### src/rtl/if_id_pkg.sv
`default_nettype none
// ============================================================================
//  Module      : if_id_pkg
//  Description : Shared constants and types for the IF/ID elastic buffer.
//  Revision    : 1.0  initial release
// ============================================================================
package if_id_pkg;

    // Instruction word width
    localparam int INSTR_W = 32;

    // Default PC width; the buffer re-declares its entry type with its own N
    localparam int PC_W_DEFAULT = 32;

    // Occupancy encodings
    localparam logic [1:0] CNT_EMPTY = 2'd0;
    localparam logic [1:0] CNT_ONE   = 2'd1;
    localparam logic [1:0] CNT_FULL  = 2'd2;

    // One fetched beat at the default PC width
    typedef struct packed {
        logic [PC_W_DEFAULT-1:0] pc;
        logic [INSTR_W-1:0]      instr;
    } fetch_entry_t;

endpackage
`default_nettype wire

### src/rtl/if_id_entry_reg.sv
`default_nettype none
// ============================================================================
//  Module      : if_id_entry_reg
//  Description : Load-enable storage register for one buffered {pc, instr}
//                beat, synchronously cleared by the active-low reset.
//  Revision    : 1.0  initial release
// ============================================================================
module if_id_entry_reg #(
    parameter int W = 64
) (
    input  logic         clk,
    input  logic         rst,
    input  logic         en_i,
    input  logic [W-1:0] d_i,
    output logic [W-1:0] q_o
);

    logic [W-1:0] data_q;

    // Capture the incoming beat when enabled; reset clears to zero
    always_ff @(posedge clk) begin
        if (!rst) begin
            data_q <= '0;
        end else if (en_i) begin
            data_q <= d_i;
        end
    end

    assign q_o = data_q;

endmodule
`default_nettype wire

### src/rtl/if_id_buffer.sv
`default_nettype none
// ============================================================================
//  Module      : if_id_buffer
//  Description : Two-entry elastic buffer between fetch and decode with a
//                flush for branch/jump redirects. in_ready depends only on
//                the occupancy, so out_ready never reaches in_ready
//                combinationally.
//                Optional feature macro: IF_ID_STALL_CNT_EN adds a wrapping
//                counter of cycles where decode stalls a valid head beat.
//  Revision    : 1.0  initial release
// ============================================================================
module if_id_buffer
    import if_id_pkg::*;
#(
    parameter int N     = 32,
    parameter int CNT_W = 32
) (
    input  logic               clk,
    input  logic               rst,
    input  logic               flush,
    input  logic               in_valid,
    output logic               in_ready,
    input  logic [N-1:0]       in_pc,
    input  logic [INSTR_W-1:0] in_instr,
    output logic               out_valid,
    input  logic               out_ready,
    output logic [N-1:0]       out_pc,
    output logic [INSTR_W-1:0] out_instr
`ifdef IF_ID_STALL_CNT_EN
    ,
    output logic [CNT_W-1:0]   stall_cnt
`endif
);

    typedef struct packed {
        logic [N-1:0]       pc;
        logic [INSTR_W-1:0] instr;
    } entry_t;

    localparam int ENTRY_W = N + INSTR_W;

    if (CNT_W < 1) begin : g_cnt_w_check
        $error("if_id_buffer: CNT_W must be at least 1");
    end

    logic [1:0] count_q;
    logic [1:0] count_d;
    entry_t     head_q;
    entry_t     tail_q;
    entry_t     head_d;
    entry_t     in_beat;
    logic       head_en;
    logic       tail_en;
    logic       push;
    logic       pop;

    assign in_beat   = '{pc: in_pc, instr: in_instr};
    assign in_ready  = (count_q != CNT_FULL);
    assign out_valid = (count_q != CNT_EMPTY);
    assign push      = in_valid & in_ready;
    assign pop       = out_valid & out_ready;

    // Next occupancy and entry load control; flush empties the buffer and
    // suppresses any load so a beat arriving in the flush cycle is dropped
    always_comb begin
        count_d = count_q;
        head_en = 1'b0;
        tail_en = 1'b0;
        head_d  = in_beat;
        if (flush) begin
            count_d = CNT_EMPTY;
        end else begin
            case (count_q)
                CNT_EMPTY: begin
                    if (push) begin
                        head_en = 1'b1;
                        count_d = CNT_ONE;
                    end
                end
                CNT_ONE: begin
                    if (push && pop) begin
                        head_en = 1'b1;
                    end else if (push) begin
                        tail_en = 1'b1;
                        count_d = CNT_FULL;
                    end else if (pop) begin
                        count_d = CNT_EMPTY;
                    end
                end
                CNT_FULL: begin
                    if (pop) begin
                        head_en = 1'b1;
                        head_d  = tail_q;
                        count_d = CNT_ONE;
                    end
                end
                default: begin
                    count_d = CNT_EMPTY;
                end
            endcase
        end
    end

    // Occupancy register
    always_ff @(posedge clk) begin
        if (!rst) begin
            count_q <= CNT_EMPTY;
        end else begin
            count_q <= count_d;
        end
    end

    if_id_entry_reg #(.W(ENTRY_W)) u_head (
        .clk  (clk),
        .rst  (rst),
        .en_i (head_en),
        .d_i  (head_d),
        .q_o  (head_q)
    );

    if_id_entry_reg #(.W(ENTRY_W)) u_tail (
        .clk  (clk),
        .rst  (rst),
        .en_i (tail_en),
        .d_i  (in_beat),
        .q_o  (tail_q)
    );

    // Stale entry contents stay hidden whenever the buffer is empty
    assign out_pc    = out_valid ? head_q.pc    : '0;
    assign out_instr = out_valid ? head_q.instr : '0;

`ifdef IF_ID_STALL_CNT_EN
    logic [CNT_W-1:0] stall_q;

    // Count cycles where decode holds off a valid head beat; flush has no effect
    always_ff @(posedge clk) begin
        if (!rst) begin
            stall_q <= '0;
        end else if (out_valid && !out_ready) begin
            stall_q <= stall_q + CNT_W'(1);
        end
    end

    assign stall_cnt = stall_q;
`endif

endmodule
`default_nettype wire

### config.mk
export PLATFORM = sky130hd
export DESIGN_NAME = if_id_buffer
export DESIGN_NICKNAME = d
export VERILOG_FILES = /design/src/rtl/if_id_pkg.sv /design/src/rtl/if_id_entry_reg.sv /design/src/rtl/if_id_buffer.sv
export SDC_FILE = /design/constraint.sdc
export NUM_CORES = 1
export LEC_CHECK = 0
export ABC_AREA = 1
export CAP_MARGIN = 20
export CORE_MARGIN = 10
export CORE_UTILIZATION = 49
export DETAILED_ROUTE_END_ITERATION = 10
export GPL_TIMING_DRIVEN = 0
export PLACE_DENSITY = 0.8
export SLEW_MARGIN = 10
export SYNTH_ARGS = -nofsm -noshare
export SYNTH_HDL_FRONTEND = slang
export SYNTH_HIERARCHICAL = 1
export SYNTH_SLANG_ARGS = --single-unit
export TNS_END_PERCENT = 1
### constraint.sdc
create_clock -name clk -period 3.1 [get_ports clk]
set_input_delay 0.62 -clock clk [delete_from_list [all_inputs] [get_ports clk]]
set_output_delay 0.62 -clock clk [all_outputs]
set_load 0.005 [all_outputs]
==> out/metrics.csv <==
stage,metric,value,unit
status,result_of_the_run,"complete, no violations",
logic_synthesis,netlist_area,7240,µm²
timing,setup_repair_after_global_routing_missed_its_margin,false,
critical_path,cp_data_arrival_time,2.11,ns
clock_tree,ctsHtreeMaxLevel,4,
critical_path,crit_path_max_fanout,10,
floorplanning,die_footprint,20000,µm²
clock_tree,post_cts_setup_inserts,0,
cells_and_area,insertedDiodeCount,0,
cells_and_area,share_of_final_layout_standard_cells_stronger_than_drive_strength_1,11.4,%
logic_synthesis,synth.yosys.warnings,6,
logic_synthesis,syn-mean-instance-area,6.12,µm²
cells_and_area,area_delta_synth_final,29.7,%
logic_synthesis,synth.area.top_cells,"dfxtp_1, nand2_1, nor2_1, inv_1, o21ai_2",
logic_synthesis,main_combinational_cell_family_by_area_after_synthesis,simple AND/OR/NAND/NOR gates,
floorplanning,dieHeight,142,µm
clock_tree,cts_max_path_buffers,2,
pwr,power.density,453,nW/µm²
clock_tree,clkLatencyLatePin,0.42,ns
logic_synthesis,seq_area_frac_synth,35.9,%
flow_run,max_cap_violations,0,
grt,grt_pass1_vias,6248,
pwr,vdd_ir_drop_max,0.000306,V
clock_tree,clock_sink_count,130,
hold_path,startpoint_of_the_lowest_slack_hold_path,u_head/q_o[47]$_SDFFE_PN0P_,
logic_synthesis,post_synth_simple_gate_area,34.6,%
critical_path,setup.worst_path.class,register to output port,
drt,routed_wire_length_per_instance,11.6,µm
critical_path,critical_path_start_type,register,
clock_tree,cts.root.buffer_cell,clkbuf_16,
clock_tree,post_cts_resized,0,
logic_synthesis,synth-xor-area-share,0,%
grt,grt.total_usage,18.1,%
logic_synthesis,synthesized_area_fraction_occupied_by_ao_oa_aoi_and_oai_cells,7.60,%
clock_tree,tritoncts_clock_tree,yes,
floorplanning,row_count,44,
critical_path,worst_setup_path_startpoint,count_q[1]$_SDFFE_PP0P_,
logic_synthesis,yosys.area.top_type_share,35.9,%
drt,wl,17.8,mm
placement,detailed_place_hpwl,13.1,mm
clock_tree,cts_made_buffers,17,
grt,number_of_antenna_violations_at_the_first_check_in_global_routing,1,
pwr,power.static_leakage,0.00446,µW
clock_tree,holdBufCountCts,0,
grt,grt_overflow_total,0,
cells_and_area,layout.nets,1405,
timing,fmaxAchievable,0.366,GHz
logic_synthesis,synth_largest_area_cell,dfxtp_1,
critical_path,critPathCaptureType,output port,
logic_synthesis,synth_cells,1183,
floorplanning,fp.dieW,142,µm
critical_path,cp.required,2.48,ns
timing,tightest_slew,0.365,ns
logic_synthesis,synth-seq-cells,130,
floorplanning,placeableCoreArea,14500,µm²
clock_tree,clkTransAtPathRegs,0.05,ns
floorplanning,top_level_ports,135,
hold_path,hold_path.class,register to register,
drt,first_iteration_detailed_routing_drc_count,322,
timing,final.setup_skew,0.00598,ns
cells_and_area,layout_commonest_cell,nand2_1,
drt,route.detailed.drc,0,
timing,slew_violations,0,
logic_synthesis,synth.lib_cells_used.distinct,15,
cells_and_area,fill_cells,1334,
grt,grt_max_degree,17,
drt,num_vias,6677,
logic_synthesis,synthAdderAreaFrac,0,%
grt,grt_pass1_wl,29.9,mm
pwr,totalPowerFinal,4250,µW
cells_and_area,most-common-layout-cells,"nand2_1, nor2_1, inv_1, clkdlybuf4s50_1, dfxtp_1",
timing,final.setup.tns,0,ns
drt,detailedRoute.firstPassIterationCount,5,
logic_synthesis,synthesis.nets,1252,
drt,post_drt_via_cell_ratio,4.36,
timing,final_hold_viols,0,
critical_path,reg2reg_slack,1.48,ns
timing,final.hold.worst_slack,0.467,ns
timing,post-route-min-period,2.73,ns
critical_path,timing.rr.start,count_q[1]$_SDFFE_PP0P_,
placement,routabilityCongestion,0.829,
drt,ant_nets,0,
timing,final-setup-viol-count,0,
logic_synthesis,post_synth_mux_area_share,0,%
placement,placement.io_buffers,134,
timing,timing.slew.headroom,75.6,%
floorplanning,initial_core_util,49.8,%
timing,post-route-period-util,88.2,%
[path summary, 6_finish.rpt]
kind | depth (start not counted) | endpoint
worst min register to register | 2 | u_head/q_o[47]$_SDFFE_PN0P_
worst min-delay path | 2 | u_head/q_o[47]$_SDFFE_PN0P_
worst max-delay path | 6 | out_instr[2]
worst max register to register | 10 | u_head/q_o[35]$_SDFFE_PN0P_
[per-stage QoR]
stage | util, % | cells | worst slack, ns | cell area [µm²]
CTS | 64.6 | 1533 | 0.360 | 9390
floorplan | - | 1183 | 1.58 | 7240
detailed placement | 60.6 | 1501 | 0.802 | 8810
global placement | 60.6 | 1501 | 0.819 | 8810
global route | 64.6 | 1533 | 0.291 | 9390
finish | 64.6 | 1533 | 0.366 | 9390
[registers in the layout (all words and copies together) (netlist names)]
name	count
u_tail/q_o	64
count_q	2
u_head/q_o	64
[layer usage]
metal  GRT usage, %  share of wire (%)  wire length, µm
met1           21.1                 43             7680
met2           31.0                 50             8890
met3           4.77                5.1              905
met4           6.78                2.0              357
met5              0                  0                0
[critical path, cell delays in order (launching register included)]
cell and delay (ns):
dfxtp_1 0.37, inv_1 0.12, nand2_2 0.12, inv_2 0.17, buf_6 0.19, nor2_1 0.18, clkdlybuf4s50_1 0.55
[area by class of cell]
type	instances	area, µm²	area share (%)
tap	184	230	2.45
timing repair buffer	134	1340	14.3
buffer	62	597	6.36
clock buffer	30	564	6.01
multi-input combinational	728	3050	32.5
sequential	130	2600	27.7
clock inverter	2	12.5	0.133
inverter	263	987	10.5
[synthesized netlist by cell type (all sizes together)]
library cell,n
nand2,335
nor2,325
inv,263
dfxtp,130
o21ai,64
buf,62
nand4,2
a21oi,1
nand3,1
[logic make-up after synthesis]
group / after synthesis
buffers and inverters: 325
AND/OR/NAND/NOR: 663
flip-flops: 130
AO/OA/AOI/OAI: 65
[where the power goes]
part / internal, µW / leakage [µW] / switching [µW]
combinational: 273 / 0.00312 / 291
clock: 1210 / 0.000283 / 687
sequential: 1750 / 0.00106 / 36.2
total: 3230 / 0.00446 / 1010
(Power assumes the default switching activity.)
